--- src/rtl/mbist_march_seq_if.sv ---
// rtl/mbist_march_seq_if.sv - Control and memory-side bundle of the March C- sequencer
//
// Signals:
//   start    : begin a test (honoured only when the sequencer is idle or done)
//   busy     : test running, including the delay-line drain
//   done     : level, high from completion until the next accepted start
//   bg_code  : {d, bg[1:0], p} word for the background decoder
//   mem_addr : memory address, aligned with the decoder's registered output
//   mem_we   : write strobe, aligned with mem_addr
//   mem_re   : read strobe, aligned with mem_addr
// Modports: master (test controller side), slave (sequencer side).
interface mbist_march_seq_if #(
    parameter int AW = 4
);
    logic          start;
    logic          busy;
    logic          done;
    logic [3:0]    bg_code;
    logic [AW-1:0] mem_addr;
    logic          mem_we;
    logic          mem_re;

    modport master (
        output start,
        input  busy, done, bg_code, mem_addr, mem_we, mem_re
    );

    modport slave (
        input  start,
        output busy, done, bg_code, mem_addr, mem_we, mem_re
    );
endinterface

--- src/rtl/mbist_march_seq.sv ---
// rtl/mbist_march_seq.sv - March C- sequencer with per-op background code and delayed memory strobes
//
// Ports:
//   clk : clock
//   rst : asynchronous active-high reset
//   bus : mbist_march_seq_if.slave (start in; busy, done, bg_code, mem_addr, mem_we, mem_re out)
// Parameters:
//   AW      : address width, N = 2**AW words
//   EXP_LAT : decoder latency, 1..4; delay from bg_code to mem_*
// Build option:
//   MARCH_STRIPE_BG_EN : when defined, the row-stripe background (bg=10) is run after
//                        solid and checkerboard; otherwise the test ends after checkerboard.
module mbist_march_seq #(
    parameter int AW      = 4,
    parameter int EXP_LAT = 2
) (
    input  logic               clk,
    input  logic               rst,
    mbist_march_seq_if.slave   bus
);

    typedef enum logic [1:0] {
        IDLE  = 2'd0,
        RUN   = 2'd1,
        DRAIN = 2'd2,
        DONE  = 2'd3
    } state_t;

    state_t        state_q, state_d;
    logic [2:0]    elem_q, elem_d;      // March element E0..E5
    logic          phase_q, phase_d;    // second op of a two-op element
    logic [AW-1:0] addr_q, addr_d;
    logic [1:0]    bg_q, bg_d;
    logic [2:0]    drain_q, drain_d;

    logic          run;
    logic          two_op;
    logic          down;
    logic          elem_end;
    logic          last_bg;
    logic          op_we;
    logic          op_re;
    logic          op_d;
    logic          op_p;

    // Delay line aligning {addr, we, re} with the decoder's registered word.
    logic [AW+1:0] dly_q [EXP_LAT];

    assign run      = (state_q == RUN);
    assign two_op   = (elem_q >= 3'd1) && (elem_q <= 3'd4);
    assign down     = (elem_q == 3'd3) || (elem_q == 3'd4);
    assign elem_end = down ? (addr_q == '0) : (addr_q == {AW{1'b1}});

`ifdef MARCH_STRIPE_BG_EN
    assign last_bg = (bg_q == 2'd2);
`else
    assign last_bg = (bg_q == 2'd1);
`endif

    // E0 is write-only, E5 read-only; two-op elements read then write.
    assign op_we = run && ((elem_q == 3'd0) || phase_q);
    assign op_re = run && !((elem_q == 3'd0) || phase_q);

    // Data value: first ops of E2/E4 read 1, second ops of E1/E3 write 1.
    assign op_d = phase_q ? ((elem_q == 3'd1) || (elem_q == 3'd3))
                          : ((elem_q == 3'd2) || (elem_q == 3'd4));

    // Solid background never inverts per word; the others alternate on addr[0].
    assign op_p = (bg_q == 2'd0) ? 1'b1 : ~addr_q[0];

    // Counters freeze when RUN ends, so the last code is held until the next start.
    assign bus.bg_code  = {op_d, bg_q, op_p};
    assign bus.busy     = (state_q == RUN) || (state_q == DRAIN);
    assign bus.done     = (state_q == DONE);
    assign bus.mem_addr = dly_q[EXP_LAT-1][AW+1:2];
    assign bus.mem_we   = dly_q[EXP_LAT-1][1];
    assign bus.mem_re   = dly_q[EXP_LAT-1][0];

    always_comb begin
        state_d = state_q;
        elem_d  = elem_q;
        phase_d = phase_q;
        addr_d  = addr_q;
        bg_d    = bg_q;
        drain_d = drain_q;
        case (state_q)
            IDLE, DONE: begin
                if (bus.start) begin
                    state_d = RUN;
                    elem_d  = 3'd0;
                    phase_d = 1'b0;
                    addr_d  = '0;
                    bg_d    = 2'd0;
                end
            end
            RUN: begin
                if (two_op && !phase_q) begin
                    phase_d = 1'b1;
                end else begin
                    phase_d = 1'b0;
                    if (!elem_end) begin
                        addr_d = down ? (addr_q - AW'(1)) : (addr_q + AW'(1));
                    end else if (elem_q != 3'd5) begin
                        elem_d = elem_q + 3'd1;
                        // E3 and E4 descend, so they start from the top address.
                        addr_d = ((elem_q == 3'd2) || (elem_q == 3'd3)) ? {AW{1'b1}} : '0;
                    end else if (!last_bg) begin
                        bg_d   = bg_q + 2'd1;
                        elem_d = 3'd0;
                        addr_d = '0;
                    end else begin
                        state_d = DRAIN;
                        drain_d = 3'(EXP_LAT - 1);
                    end
                end
            end
            DRAIN: begin
                if (drain_q == 3'd0) begin
                    state_d = DONE;
                end else begin
                    drain_d = drain_q - 3'd1;
                end
            end
            default: state_d = IDLE;
        endcase
    end

    always_ff @(posedge clk or posedge rst) begin
        if (rst) begin
            state_q <= IDLE;
            elem_q  <= 3'd0;
            phase_q <= 1'b0;
            addr_q  <= '0;
            bg_q    <= 2'd0;
            drain_q <= 3'd0;
        end else begin
            state_q <= state_d;
            elem_q  <= elem_d;
            phase_q <= phase_d;
            addr_q  <= addr_d;
            bg_q    <= bg_d;
            drain_q <= drain_d;
        end
    end

    always_ff @(posedge clk or posedge rst) begin
        if (rst) begin
            for (int i = 0; i < EXP_LAT; i++) begin
                dly_q[i] <= '0;
            end
        end else begin
            dly_q[0] <= {addr_q, op_we, op_re};
            for (int i = 1; i < EXP_LAT; i++) begin
                dly_q[i] <= dly_q[i-1];
            end
        end
    end

endmodule
--- src/flat_wrapper.sv ---
// flat-port wrapper written by rule: the top's interface ports become plain ports
module mbist_march_seq_flat 
#(
    parameter int AW      = 4,
    parameter int EXP_LAT = 2
)
  (clk, rst, bus_start, bus_busy, bus_done, bus_bg_code, bus_mem_addr, bus_mem_we, bus_mem_re);
  mbist_march_seq_if #(.AW(AW)) bus_i ();
  input  logic clk;
  input  logic rst;
  input wire logic [$bits(bus_i.start)-1:0] bus_start;
  output wire logic [$bits(bus_i.busy)-1:0] bus_busy;
  output wire logic [$bits(bus_i.done)-1:0] bus_done;
  output wire logic [$bits(bus_i.bg_code)-1:0] bus_bg_code;
  output wire logic [$bits(bus_i.mem_addr)-1:0] bus_mem_addr;
  output wire logic [$bits(bus_i.mem_we)-1:0] bus_mem_we;
  output wire logic [$bits(bus_i.mem_re)-1:0] bus_mem_re;
  assign bus_i.start = bus_start;
  assign bus_busy = bus_i.busy;
  assign bus_done = bus_i.done;
  assign bus_bg_code = bus_i.bg_code;
  assign bus_mem_addr = bus_i.mem_addr;
  assign bus_mem_we = bus_i.mem_we;
  assign bus_mem_re = bus_i.mem_re;
  mbist_march_seq #(.AW(AW), .EXP_LAT(EXP_LAT)) u_core (.clk(clk), .rst(rst), .bus(bus_i));
endmodule
--- config.mk ---
export PLATFORM = sky130hd
export DESIGN_NAME = mbist_march_seq_flat
export DESIGN_NICKNAME = d
export VERILOG_FILES = /design/src/rtl/mbist_march_seq_if.sv /design/src/rtl/mbist_march_seq.sv /design/src/flat_wrapper.sv
export SDC_FILE = /design/constraint.sdc
export NUM_CORES = 1
export LEC_CHECK = 0
export CAP_MARGIN = 10
export CORE_MARGIN = 3
export CORE_UTILIZATION = 50
export DETAILED_ROUTE_END_ITERATION = 7
export HOLD_SLACK_MARGIN = 0.05
export PLACE_DENSITY = 0.74
export SYNTH_ARGS = -nofsm -noshare
export SYNTH_HDL_FRONTEND = slang
export SYNTH_SLANG_ARGS = --single-unit
export TNS_END_PERCENT = 1
--- constraint.sdc ---
create_clock -name clk -period 2.2 [get_ports clk]
set_clock_uncertainty 0.15 [all_clocks]
set_input_delay 0.33 -clock clk [delete_from_list [all_inputs] [get_ports clk]]
set_output_delay 0.33 -clock clk [all_outputs]
set_load 0.1 [all_outputs]
-- Word level (Yosys, flattened, before mapping)
Cells that the tools add are included.
- register bits: 27
- output and inout port bits: 12
- bits of input ports: 3
- word-level logic and storage cells: 101
- magnitude comparators: 2
- bitwise operators: 1
- reductions and logical operators: 26
- add/subtract/negate cells: 5
- equal/unequal tests: 20
- multiplexer cells: 39
- operators with widths (operator ; number):
    $mux 3 ; 10
    $mux 4 ; 7
    $mux 2 ; 11
    $reduce_and 6->1 ; 3
    $ne 2x2->1 const B ; 8
    $pmux 3 s2 ; 2
    $pmux 4 s2 ; 1
    $eq 3x2->1 const B ; 2
    $logic_not 3->1 ; 2
    $logic_or 1x1->1 ; 6
    $ne 3x3->1 const B ; 2
    $pmux 2 s3 ; 1
    $mux 1 ; 5
    $reduce_and 5->1 ; 1
    $add 4x1->4 const B ; 1
    $eq 2x1->1 const B ; 2
    $eq 2x2->1 const B ; 2
    $eq 4x4->1 const B ; 1
    $logic_and 1x1->1 ; 4
    $logic_not 2->1 ; 2
    $logic_not 4->1 ; 1
    $ne 4x4->1 const B ; 1
    $pmux 2 s2 ; 1
    $reduce_and 4->1 ; 1
    14 further kinds ; 16

-- Longest topological paths before layout
- word-level depth: 7
- gate-level depth with buffers: 9
- depth with buffers taken out: 8

-- Least setup slack after synthesis
OpenSTA, ideal clock, no wires.
- path kind: register -> register
- start: register u_core.state_q[0]
- end: register u_core.addr_q[3]
- path buffers: 1
- library setup time: 0.092 ns
- clock period less this slack: 2.682 ns
- required time: 1.958 ns
- arrival: 2.440 ns
- slack: -0.482 ns
- stages on the path, launching flop included: 9
- cells stage by stage: dfrtp_1 -> inv_1 -> ha_1 -> inv_1 -> nor2_1 -> or4_4 -> buf_6 -> nand2b_4 -> o31ai_2
- word-level cells in the longest chain between the ends: 4
- elaborated cells between the ends (all ways): 10
- classes of those cells: 5 x eq/ne; 1 x mux; 4 x reduce/logical
- RTL lines (element ; line ; text):
    from (decl) ; mbist_march_seq.sv:29 ; state_t state_q, state_d;
    from (signal assigned) ; mbist_march_seq.sv:137 ; state_q <= state_d;
    $eq 2x2->1 / $logic_not 2->1 (equally long branches) ; mbist_march_seq.sv:86 ; case (state_q)
    $reduce_or 2->1 ; mbist_march_seq.sv:86 ;
    $ne 2x2->1 (no line) / $reduce_bool 2->1 (equally long branches) ; n/a ;
    $reduce_and 4->1 (no line) ; n/a ;
    to (signal assigned) ; mbist_march_seq.sv:140 ; addr_q <= addr_d;
    to (decl) ; mbist_march_seq.sv:32 ; logic [AW-1:0] addr_q, addr_d;
Parallel ways exist; a longest one is shown, timed or not.
A chain may end at the register's enable or synchronous reset.

-- Worst setup path after layout
- start: register u_core.elem_q[0]
- end: register u_core.addr_q[3]
- word-level cells in the longest chain between the ends: 7
- elaborated cells between the ends (all ways): 20
- classes of those cells: 2 x order compare; 6 x eq/ne; 7 x mux; 5 x reduce/logical
- RTL lines (element ; line ; text):
    from (decl) ; mbist_march_seq.sv:30 ; logic [2:0] elem_q, elem_d;
    from (signal assigned) ; mbist_march_seq.sv:138 ; elem_q <= elem_d;
    $eq 3x2->1 (on tied branches) ; mbist_march_seq.sv:106, mbist_march_seq.sv:51 ;
    $logic_or 1x1->1 ; mbist_march_seq.sv:106 ; addr_d = ((elem_q == 3'd2) || (elem_q == 3'd3)) ? {AW{1'b1}} : '0;
    $mux 4 ; mbist_march_seq.sv:106 ;
    $mux 4 ; mbist_march_seq.sv:103 ; end else if (elem_q != 3'd5) begin
    $mux 4 ; mbist_march_seq.sv:101 ; if (!elem_end) begin
    $mux 4 ; mbist_march_seq.sv:97 ; if (two_op && !phase_q) begin
    $pmux 4 s2 ; mbist_march_seq.sv:86 ;
Parallel ways exist; a longest one is shown, timed or not. The select of a mux whose other input is x is not followed.

==> flow_summary.json <==
{
  "hp-class": "input port to asynchronous set/reset pin",
  "cts_tree": "yes",
  "yosysTopAreaCell": "dfrtp_1",
  "fin_crit_sh": 0.9902,
  "yosysTopAreaCellShare": 0.4372,
  "clock_path_buffers": 2,
  "timing.slew.headroom": 0.7208,
  "via_per_inst": 5.556,
  "htree_levels": 1,
  "cp.arrival_ns": 2.27,
  "cts.clk_slew.worst_paths_ns": 0.14,
  "synth-seq-cells": 27,
  "grt_usage": 0.1704,
  "start_util": 0.5417,
  "drv_cap": 0,
  "antenna_found_initial": 0,
  "fp-row-count": 19,
  "die_area_um2": 3793,
  "crit_path_top_delay_cell": "or4_4",
  "ys_types": 42,
  "postSynthAreaPerCell_um2": 9.780,
  "grt_pass1_wl_um": 4747,
  "async_reset_ff_frac": 1.000,
  "root_buffer": "clkbuf_4",
  "syn_to_final_growth_pct": 24.37,
  "wl_per_cell_um": 14.26,
  "insertion_delay_ns": 0.32,
  "synthCells": 158,
  "required_ns": 2.29,
  "final_antenna_net_count": 0,
  "synth_edf_count": 0,
  "criticalPathCategory": "register to register",
  "crit_path_end_kind": "register",
  "wirelength_um": 3052,
  "clock-sinks": 27,
  "outcome": "completed",
  "r2r_cells": 5,
  "drtIter0Drc": 38,
  "finalSetupViolations": 0,
  "port_buffers": 14,
  "die_h_um": 61.59,
  "cts_made_buffers": 3,
  "met3WireLength_um": 90,
  "drive_above_1_share": 0.3169,
  "crit_chain": "or3_4 > and4_4 > or4_4 > nand2b_4 > o31ai_2",
  "vias": 1189,
  "fin_crit_ns": 2.178,
  "cpPeakStageDelay_ns": 0.56,
  "worstPathMaxFanout": 6,
  "wl_met1_um": 1308,
  "syn-cell-area_um2": 1545,
  "wl_met2_um": 1629,
  "gp_congestion": 0.8277,
  "ys.warnings.count": 0,
  "synth-main-ff-cell": "dfrtp_1",
  "startpoint_type": "register",
  "worst_slew_pin_slew_ns": 0.4189,
  "ys_seq_area_frac": 0.4372,
  "highest_layer": "met4",
  "drc_errors": 0,
  "hpwl_um": 2252,
  "synth_nets": 174,
  "grt_max_degree": 28,
  "nNetsFinal": 200,
  "coreArea_um2": 2853,
  "timing.hold.ws_ns": 0.2047,
  "dr.pass1.iters": 4,
  "rsz0062_at_grt": "yes",
  "drv_slew": 0,
  "overflow": 0,
  "fmax_mhz": 459.0,
  "grt_pass1_vias": 1126,
  "yosys-top-cells-area": "dfrtp_1 (44%), ha_1 (9.7%), o21ai_0 (4.5%)",
  "dieWidth_um": 61.59,
  "insertedDiodeCount": 0,
  "io-pin-count": 15,
  "hold_violations": 0
}
## synthesized netlist by cell type, drive strengths merged (2+ instances only)
| cell type | n |
|---|---|
| a21oi | 5 |
| dfrtp | 27 |
| mux2 | 2 |
| nand3 | 4 |
| o211ai | 2 |
| buf | 8 |
| nand2 | 13 |
| nor3 | 3 |
| a22o | 2 |
| o21ai | 17 |
| ha | 12 |
| xnor2 | 3 |
| nor2b | 2 |
| mux2i | 4 |
| and3 | 2 |
| nor2 | 6 |
| or4 | 2 |
| nand2b | 3 |
| nand4 | 3 |
| inv | 18 |
| clkbuf | 3 |
| o31ai | 3 |
| or3 | 2 |
## sequential cells by signal, indices dropped and copies added (netlist names)
name / cells
u_core.addr_q: 4
u_core.drain_q: 3
u_core.bg_q: 2
u_core.phase_q: 1
u_core.dly_q: 6
u_core.elem_q: 3
u_core.state_q: 2
u_core.bus.mem_re: 1
u_core.bus.mem_addr: 4
u_core.bus.mem_we: 1
## cells by family after synthesis
| group | Yosys count | share of synthesized area |
|---|---|---|
| and+or+nand+nor | 45 | 0.1636 |
| AOI/OAI and AO/OA | 35 | 0.1409 |
| buffers and inverters | 29 | 0.09068 |
| DFF | 27 | 0.4372 |
| adders and majority gates | 13 | 0.1101 |
| muxes | 6 | 0.04049 |
| xor gates and xnor gates | 3 | 0.01701 |
## repair_timing
| item | CTS | global route |
|---|---|---|
| hold buffers | 0 | 0 |
| endpoints found under the setup margin | 2 | 3 |
| resized for setup | 6 | 15 |
| pin swaps | 1 | 8 |
| buffers inserted | 0 | 7 |
## layout by cell type, fill, tap and decap left out, drive strengths merged, types with 3 or more instances in the layout
| cell type | instances |
|---|---|
| ha | 12 |
| nor3 | 3 |
| nand2 | 13 |
| xnor2 | 3 |
| inv | 17 |
| mux2i | 4 |
| nand4 | 3 |
| buf | 28 |
| o31ai | 3 |
| nor2 | 6 |
| clkbuf | 5 |
| a21oi | 5 |
| nand2b | 3 |
| nand3 | 4 |
| dfrtp | 27 |
| o21ai | 17 |
## final timing paths
check | start | end | slack (ns)
min in group clk | u_core.dly_q[7] | u_core.bus.mem_we | 0.22
max reg2reg | u_core.elem_q[0] | u_core.addr_q[3] | 0.02
max in group asynchronous | rst | u_core.bg_q[1] | 1.42
min reg2reg | u_core.dly_q[7] | u_core.bus.mem_we | 0.22
max | u_core.elem_q[0] | u_core.addr_q[3] | 0.02
min | rst | u_core.bus.mem_we | 0.20
## area by class of cell
| type | count | area (um2) |
|---|---|---|
| clock buffers | 3 | 22.52 |
| clock inverters | 1 | 5.005 |
| fillers | 236 | 930.9 |
| inverters | 18 | 71.32 |
| multi-input cells | 102 | 790.8 |
| flip-flops and latches | 27 | 680.7 |
| well taps | 31 | 38.79 |
| repair buffers | 32 | 312.8 |
## layer usage
layer,global-route usage,up-vias
met5,0,-
met4,0.06667,0
met3,0.02516,2
met2,0.3184,22
met1,0.1919,580
li1,-,585
## metrics by stage
| stage | cells | util | instance area [um2] | setup TNS (ns) | setup WS, ns |
|---|---|---|---|---|---|
| floorplan | 158 | - | 1551 | -0.3866 | -0.2087 |
| global placement | 203 | 0.6171 | 1760 | 0 | 0.08361 |
| global route | 214 | 0.6737 | 1922 | -0.1920 | -0.05829 |
| detailed placement | 203 | 0.6171 | 1760 | 0 | 0.03223 |
| finish | 214 | 0.6737 | 1922 | 0 | 0.02153 |
| CTS | 207 | 0.6329 | 1805 | 0 | 0.005016 |
## worst max-delay path: cells and delay by family, from the launching register on
family,cells,cell delay [ns]
AOI/OAI and AO/OA,1,0.17
DFF,1,0.47
and+or+nand+nor,4,1.32
Power is left out: the tool's default activity adds up to more than one toggle a clock period on the data nets, which glitch-free logic cannot reach.
